[src/rtl/fu_broadcast_arbiter.sv]
// fu_broadcast_arbiter: round-robin collection of functional-unit results into a CDB broadcast queue
module fu_broadcast_arbiter #(
  parameter int NUM_FU      = 4,
  parameter int DATA_WIDTH  = 32,
  parameter int TAG_WIDTH   = 7,
  parameter int QUEUE_DEPTH = 4
) (
  input  logic                         clk,
  input  logic                         rst,
  input  logic [NUM_FU-1:0]            fu_done,
  input  logic [NUM_FU*DATA_WIDTH-1:0] fu_result,
  input  logic [NUM_FU*TAG_WIDTH-1:0]  fu_tag,
  output logic [NUM_FU-1:0]            fu_queued,
  output logic                         cdb_valid,
  output logic [DATA_WIDTH-1:0]        cdb_data,
  output logic [TAG_WIDTH-1:0]         cdb_tag,
  input  logic                         cdb_ready
);
  localparam int PW = $clog2(NUM_FU);
  localparam int AW = $clog2(QUEUE_DEPTH);
  localparam int CW = AW + 1;
  logic [NUM_FU-1:0]     pending;
  logic [NUM_FU-1:0]     req;
  logic [NUM_FU-1:0]     gnt_oh;
  logic [PW-1:0]         rr_ptr;
  logic [PW-1:0]         gnt_idx;
  logic [DATA_WIDTH-1:0] gnt_data;
  logic [TAG_WIDTH-1:0]  gnt_tag;
  logic                  gnt;
  logic                  pop;
  logic                  space;
  logic [DATA_WIDTH-1:0] q_data [QUEUE_DEPTH];
  logic [TAG_WIDTH-1:0]  q_tag  [QUEUE_DEPTH];
  logic [AW-1:0]         head;
  logic [AW-1:0]         tail;
  logic [CW-1:0]         count;
  int                    d;
  int                    best;
  assign req       = pending | fu_done;
  assign cdb_valid = count != '0;
  assign pop       = cdb_valid & cdb_ready;
  assign space     = ~count[AW] | pop;
  assign gnt       = space & (req != '0);
  assign gnt_oh    = gnt ? {{(NUM_FU-1){1'b0}}, 1'b1} << gnt_idx : '0;
  assign cdb_data  = cdb_valid ? q_data[head] : '0;
  assign cdb_tag   = cdb_valid ? q_tag[head] : '0;
  // pick the requester closest to rr_ptr going upward with wrap
  always_comb begin
    gnt_idx  = '0;
    gnt_data = '0;
    gnt_tag  = '0;
    best     = NUM_FU;
    d        = 0;
    for (int i = 0; i < NUM_FU; i++) begin
      d = i - int'(rr_ptr);
      d = d < 0 ? d + NUM_FU : d;
      if (req[i] && d < best) begin
        best     = d;
        gnt_idx  = PW'(i);
        gnt_data = fu_result[i*DATA_WIDTH +: DATA_WIDTH];
        gnt_tag  = fu_tag[i*TAG_WIDTH +: TAG_WIDTH];
      end
    end
  end
  // control state: pending requests, pointers, occupancy and the queued pulse
  always_ff @(posedge clk) begin
    if (rst) begin
      pending   <= '0;
      rr_ptr    <= '0;
      head      <= '0;
      tail      <= '0;
      count     <= '0;
      fu_queued <= '0;
    end else begin
      pending   <= req & ~gnt_oh;
      fu_queued <= gnt_oh;
      rr_ptr    <= !gnt ? rr_ptr : gnt_idx == PW'(NUM_FU-1) ? '0 : gnt_idx + PW'(1);
      tail      <= tail + AW'(gnt);
      head      <= head + AW'(pop);
      count     <= count + CW'(gnt) - CW'(pop);
    end
  end
  // queue storage captures the granted unit's result in the grant cycle
  always_ff @(posedge clk) begin
    if (gnt) begin
      q_data[tail] <= gnt_data;
      q_tag[tail]  <= gnt_tag;
    end
  end
endmodule
[config.mk]
export PLATFORM = sky130hd
export DESIGN_NAME = fu_broadcast_arbiter
export DESIGN_NICKNAME = d
export VERILOG_FILES = /design/src/rtl/fu_broadcast_arbiter.sv
export SDC_FILE = /design/constraint.sdc
export NUM_CORES = 1
export LEC_CHECK = 0
export CELL_PAD_IN_SITES_DETAIL_PLACEMENT = 0
export CELL_PAD_IN_SITES_GLOBAL_PLACEMENT = 1
export CORE_UTILIZATION = 45
export CTS_BUF_LIST = sky130_fd_sc_hd__clkbuf_2 sky130_fd_sc_hd__clkbuf_4 sky130_fd_sc_hd__clkbuf_8
export CTS_CLUSTER_DIAMETER = 80
export DETAILED_ROUTE_END_ITERATION = 10
export GPL_TIMING_DRIVEN = 1
export PLACE_DENSITY_LB_ADDON = 0.1
export SLEW_MARGIN = 5
export SYNTH_ARGS = -nofsm -noshare
export SYNTH_HDL_FRONTEND = slang
export SYNTH_SLANG_ARGS = --single-unit
[constraint.sdc]
create_clock -name clk -period 10.45 [get_ports clk]
set_input_delay 2.09 -clock clk [delete_from_list [all_inputs] [get_ports clk]]
set_output_delay 2.09 -clock clk [all_outputs]
set_load 0.02 [all_outputs]
# After elaboration in Yosys (flattened, before gate mapping)
# Memories as Yosys holds them, arrays and structs flattened. A register that Yosys moved wholly into a read port is not among the register bits.
# Cells that the tools add are included.
word_totals:
  ff_bits: 17
  ram_bits: 156
  inputBits: 163
  n_memories: 2
mem_list:
  columns: ["name", "words", "width", "rd", "rd_ports_with_merged_regs", "wr", "line", "text"]
  rows:
  - ["q_data", 4, 32, 1, 1, 1, "32", "logic [DATA_WIDTH-1:0] q_data [QUEUE_DEPTH];"]
  - ["q_tag", 4, 7, 1, 1, 1, "33", "logic [TAG_WIDTH-1:0] q_tag [QUEUE_DEPTH];"]
classes:
  addsub: 13
  magnitude_cmp: 8
  eq_ne: 1
  shifts: 1
  mux: 26
  n_bitwise: 7
  n_reduce_logical: 6
ops:
  columns: ["op", "count"]
  rows:
  - ["2-to-1 mux 32 bit", 12]
  - ["less-than comparator 32 bit", 3]
  - ["2-to-1 mux 7 bit", 5]
  - ["less-than comparator 32 x 4 -> 1 bit, second input constant", 1]
  - ["adder 3 x 4 -> 5 bit, second input constant", 4]
  - ["less-than comparator 3 x 1 -> 1 bit, second input constant", 4]
  - ["2-to-1 mux 2 bit", 5]
  - ["subtractor 1 x 2 -> 3 bit, first input constant", 2]
  - ["subtractor 2 x 2 -> 3 bit, first input constant", 2]
  - ["adder 2 x 1 -> 2 bit", 2]
  - ["AND 4 bit", 1]
  - ["logical AND 1 bit", 4]
  - ["2-to-1 mux 4 bit", 1]
  - ["NOT 4 bit", 1]
  - ["OR 4 bit", 1]
  - ["nonzero test 4 bit", 1]
  - ["left shift 1 x 2 -> 4 bit, first input constant", 1]
  - ["adder 3 x 1 -> 3 bit", 1]
  - ["2-to-1 mux 1 bit", 3]
  - ["nonzero test 3 bit", 1]
  - ["subtractor 3 x 1 -> 3 bit", 1]
  - ["adder 2 x 1 -> 2 bit, second input constant", 1]
  - ["AND 1 bit", 2]
  - ["== test 2 bit, second input constant", 1]
  - ["2 further kinds", 2]

# Logic depth before layout (Yosys ltp)
depth:
  depth_word: 19
  depth_mapped: 21
  mapped_depth_nobuf: 15

# Worst setup path before layout
# Ideal clock, no wire load.
synth_timing:
  path_kind: "input-to-reg"
  startpoint: "input fu_done[1]"
  endpoint: "memory q_data[0][0], enable pin"
  arrival_time_ps: 5775
  setup_slack_ps: 4183
  cell_stages: 5
  n_path_buf: 2
  cell_sequence: "buf_4 > nor4_4 > a31oi_1 > clkbuf_1 > nor3b_1"
synth_between:
  elab_chain_len: 5
synth_rtl:
  columns: ["element", "line", "text"]
  rows:
  - ["start, declared", "10", "input logic [NUM_FU-1:0] fu_done,"]
  - ["OR 4 bit", "39", "assign req = pending | fu_done;"]
  - ["nonzero test 4 bit", "43", "assign gnt = space & (req != '0);"]
  - ["AND 1 bit", "43", null]
  - ["via gnt", "29", "logic gnt;"]
  - ["2-to-1 mux 1 bit", "85", "if (gnt) begin"]
  - ["2-to-1 mux 1 bit (implied by the code)", "86", "q_data[tail] <= gnt_data;"]
  - ["end, declared", "32", null]
# The timed path passes the listed nets, and every way through them passes these cells.

# Worst setup path in the final report
layout_timing:
  startpoint: "input fu_done[1]"
  endpoint: "memory q_data[3][0] (data pin)"
layout_between:
  elab_chain_len: 9
  elab_cells_between_ends: 11
  classes_between: "order compare: 2; mux: 5; bitwise: 1; reduce/logical: 3"
layout_rtl:
  columns: ["element", "line", "text"]
  rows:
  - ["OR 4 bit *", "39", null]
  - ["logical AND 1 bit *", "57", "if (req[i] && d < best) begin"]
  - ["2-to-1 mux 32 bit", "57", null]
  - ["less-than comparator 32 bit", "57", null]
  - ["logical AND 1 bit", "57", null]
  - ["2-to-1 mux 32 bit", "57", null]
  - ["less-than comparator 32 bit", "57", null]
  - ["logical AND 1 bit", "57", null]
  - ["2-to-1 mux 32 bit *", "57", null]
  - ["via gnt_data[0]", "27", "logic [DATA_WIDTH-1:0] gnt_data;"]
# Mark *: on every way through the listed nets, which the timed path passes. The rest lies on a longest branch.

==> reports/metrics.sh <==
MAXIMUM_NUMBER_OF_PINS_ON_ONE_NET_BEFORE_GLOBAL_ROUTE_REPAIR=46
WORST_HOLD_PATH_TYPE='flop to flop'
WORSTSETUPSTARTPOINTTYPE='input port'
PORT-BUFFER-COUNT=206
FINAL_LAYOUT_SIZE_SUFFIX_GT1_FRAC=0.112
GLOBAL_ROUTE.OVERFLOW_TOTAL=0
DRT-PASS1-ITER-COUNT=5
POST_DRT_VIA_CELL_RATIO=5.84
CTS.REPORTEDPATHS.CLKPINSLEW_NS=0.09
FMAXACHIEVABLE_MHz=127
LAYOUT-AREA-OVERHEAD-VS-SYNTH_PCT=28.0
TIMING.CRITICAL_PATH.FANOUT_MAX=45
RSZ_0062_RAISED_AFTER_GLOBAL_ROUTING='false'
ROUTED.TOP_LAYER='met4'
GRT_UTIL_ALL_LAYERS=0.253
DETAILEDROUTE.FIRSTITERATIONVIOLATIONS=629
DIE_AREA_SQ_UM=21100
FILL_CELLS=1713
CLOCK_TREE.BUFFER_DEPTH=2
DP_CELLS=1174
SYN_AVG_CELL_AREA_SQ_UM=12.1
HOLD_VIOL=0
DETAILED_PLACE_HPWL_MM=16.9
KIND_OF_CAPTURE_POINT_OF_THE_WORST_SETUP_PATH='flop'
NUMBER_OF_PLACEMENT_ROWS=52
FIRST_PASS_GRT_WIRE_LENGTH_MM=40.3
YOSYS_REGISTER_BITS=173
CTS_MADE_BUFFERS=17
N_ANTENNA_CELL=0
WL_MET2_MM=12.5
OUTCOME='complete, no violations'
LATEST_CLOCK_ARRIVAL_WITHIN_THE_WORST_SKEW_PAIR_NS=0.47
POSTROUTEANTENNANETS=0
INITIAL_UTILIZATION=0.458
DRV_SLEW=0
MIN_PERIOD_OVER_PERIOD=0.754
NETLIST_INSTANCES=764
POSTCTSHOLDBUFS=0
POST_DRT_WL_PER_CELL_UM=21.6
NUM_VIAS=7043
FLOORPLAN.DIE.HEIGHT_UM=145
PRIMARY_FLIP_FLOP_CELL_CHOSEN_BY_SYNTHESIS_MAPPING='edfxtp_1'
YS.WARNINGS.COUNT=0
CLOCK_SINK_COUNT=173
SEQ_AREA_FRAC_SYNTH=0.544
TIMING.CRITICAL_PATH.ARRIVAL_NS=8.13
DIEWIDTH_UM=145
IOS=207
CTS.REPAIR.RESIZED=0
SLEW_HEADROOM=0.168
FINALSETUPVIOLATIONS=0
PATH_CLASS='input port to flop'
CTS_SETUP_BUFFERS=0
DRC=0
YOSYSUNIQUECELLTYPES=48
POWER.STATIC_LEAKAGE_nW=4.30
REQUIRED_NS=10.70
EDFF_COUNT_SYNTH=156
GP_CONGESTION=0.776
DESIGN.CORE.AREA_SQ_UM=20200
SYNTH_NETS=938
YS_ASYNC_SR_FRACTION=0
MET3_LENGTH_MM=1.89
FIN_HOLD_WS_NS=0.585
CTS_TREE='yes'
FIN_SETUP_TNS_NS=0
SYN-CELL-AREA_SQ_UM=9240
FIN_CRIT_NS=7.88
DESIGN_POWER_TOTAL_mW=3.92
CLOCK_TREE.ROOT_CELL='clkbuf_8'
IR_WORST_VDD_V=0.000155
SKEW_NS=0.0198
CLOCK_TREE.HTREE_LEVEL_COUNT=4
ROUTED_WIRELENGTH_MM=26.1
NUM-NETS-FINAL=1097
POWER_PER_CELL_AREA_nW_PER_UM2=332
ROUTEDLENGTHMET1_MM=10.9
VIAS_IN_THE_FIRST_GLOBAL_ROUTE=7471
LAYOUTNONFILLERINSTCOUNT=1206
ANTENNA_VIOLATIONS_BEFORE_REPAIR=0
WORSTMARGINPINSLEW_NS=1.24
CAP_VIOLATIONS=0
## cells in the mapped netlist, drive strengths merged, types with 3 or more instances
cell type	number	area share
edfxtp	156	0.51
inv	83	0.034
a21oi	81	0.044
o21ai	81	0.044
clkbuf	51	0.021
nor2b	47	0.032
mux2i	40	0.043
o31ai	40	0.032
mux4	39	0.095
o311ai	39	0.037
buf	26	0.017
dfxtp	17	0.037
nor2	11	0.0045
ha	10	0.014
a211oi	5	0.0054
and2	5	0.0034
xnor2	4	0.0038
nand2b	3	0.0020
or2	3	0.0020
## power breakdown
part           total [mW]  switching (mW)  internal [mW]
Sequential           1.45           0.157           1.29
Combinational        1.99            1.15          0.843
Clock               0.479           0.249          0.230
## logic make-up after synthesis
kind of cell / after synthesis / share of synthesized area
xor+xnor: 5 / 0.00474
mux: 79 / 0.138
buf+inv: 160 / 0.0712
compound gates: 255 / 0.171
fa+ha+maj: 11 / 0.0157
flops: 173 / 0.544
simple gates: 81 / 0.0548
## per-layer routing
layer  vias to the layer above  track usage
li1                       3194            -
met4                         0        0.118
met2                       385        0.417
met5                         -            0
met1                      3407        0.329
met3                        57       0.0403
## area by class of cell
cell class                      count  area [sq um]  area share
Multi-Input combinational cell    431          3610       0.305
Tap cell                          270           338      0.0286
Clock buffer                       21           270      0.0228
Timing Repair Buffer              217          2130       0.180
Clock inverter                     11           135      0.0114
Inverter                           83           312      0.0263
Sequential cell                   173          5030       0.425
## state kept, by name, indices dropped and copies added (netlist names)
| name | count |
|---|---|
| q_tag | 28 |
| rr_ptr | 2 |
| pending | 4 |
| count | 3 |
| tail | 2 |
| fu_queued | 4 |
| head | 2 |
| q_data | 128 |
## final timing paths
path	from	endpoint	slack, ns	cells after the start
worst min-delay path	count[2]	count[2]	0.59	2
worst max-delay path	fu_done[1]	q_data[3][0]	2.57	15
worst max register to register	pending[0]	q_data[3][0]	3.50	13
worst min register to register	count[2]	count[2]	0.59	2
## layout by cell type, fill, tap and decap left out, types with 2 or more instances in the layout
cell and instances:
a211oi_1 4, a21oi_1 81, and2_1 5, buf_2 2, buf_4 11, bufinv_16 2, clkbuf_4 3, clkbuf_8 18
clkdlybuf4s50_1 204, clkinvlp_4 5, dfxtp_1 13, dfxtp_2 3, edfxtp_1 156, ha_1 10, inv_1 83, inv_6 2
mux2i_1 40, mux4_2 39, nand2_1 2, nand2b_1 2, nor2_1 9, nor2_4 2, nor2b_1 46, nor3_2 2
nor4_4 2, o21ai_0 79, o21ai_1 2, o311ai_0 31, o311ai_1 8, o31ai_1 40, or2_2 3, xnor2_1 4
## critical path, cell delays in order
cell and delay, ns:
buf_2 0.09, buf_4 0.25, or4_1 0.61, a32oi_1 0.29, ha_1 0.32, nor2_4 0.76
o31a_2 0.88, nor2_1 0.08, a21oi_1 0.15, ha_1 0.16, o21ba_2 0.18, o2111a_1 0.18
a211oi_4 1.01, buf_4 0.63, mux2i_1 0.39
## through the flow
| step | worst slack (ns) | instance area, sq um | utilization |
|---|---|---|---|
| after floorplan | 4.18 | 9240 | - |
| after global placement | 2.37 | 11400 | 0.566 |
| after detailed placement | 2.19 | 11400 | 0.566 |
| after CTS | 2.66 | 11800 | 0.586 |
| after global routing | 2.24 | 11800 | 0.586 |
| final | 2.57 | 11800 | 0.586 |
Note: power is estimated with default switching activity, not from simulation.
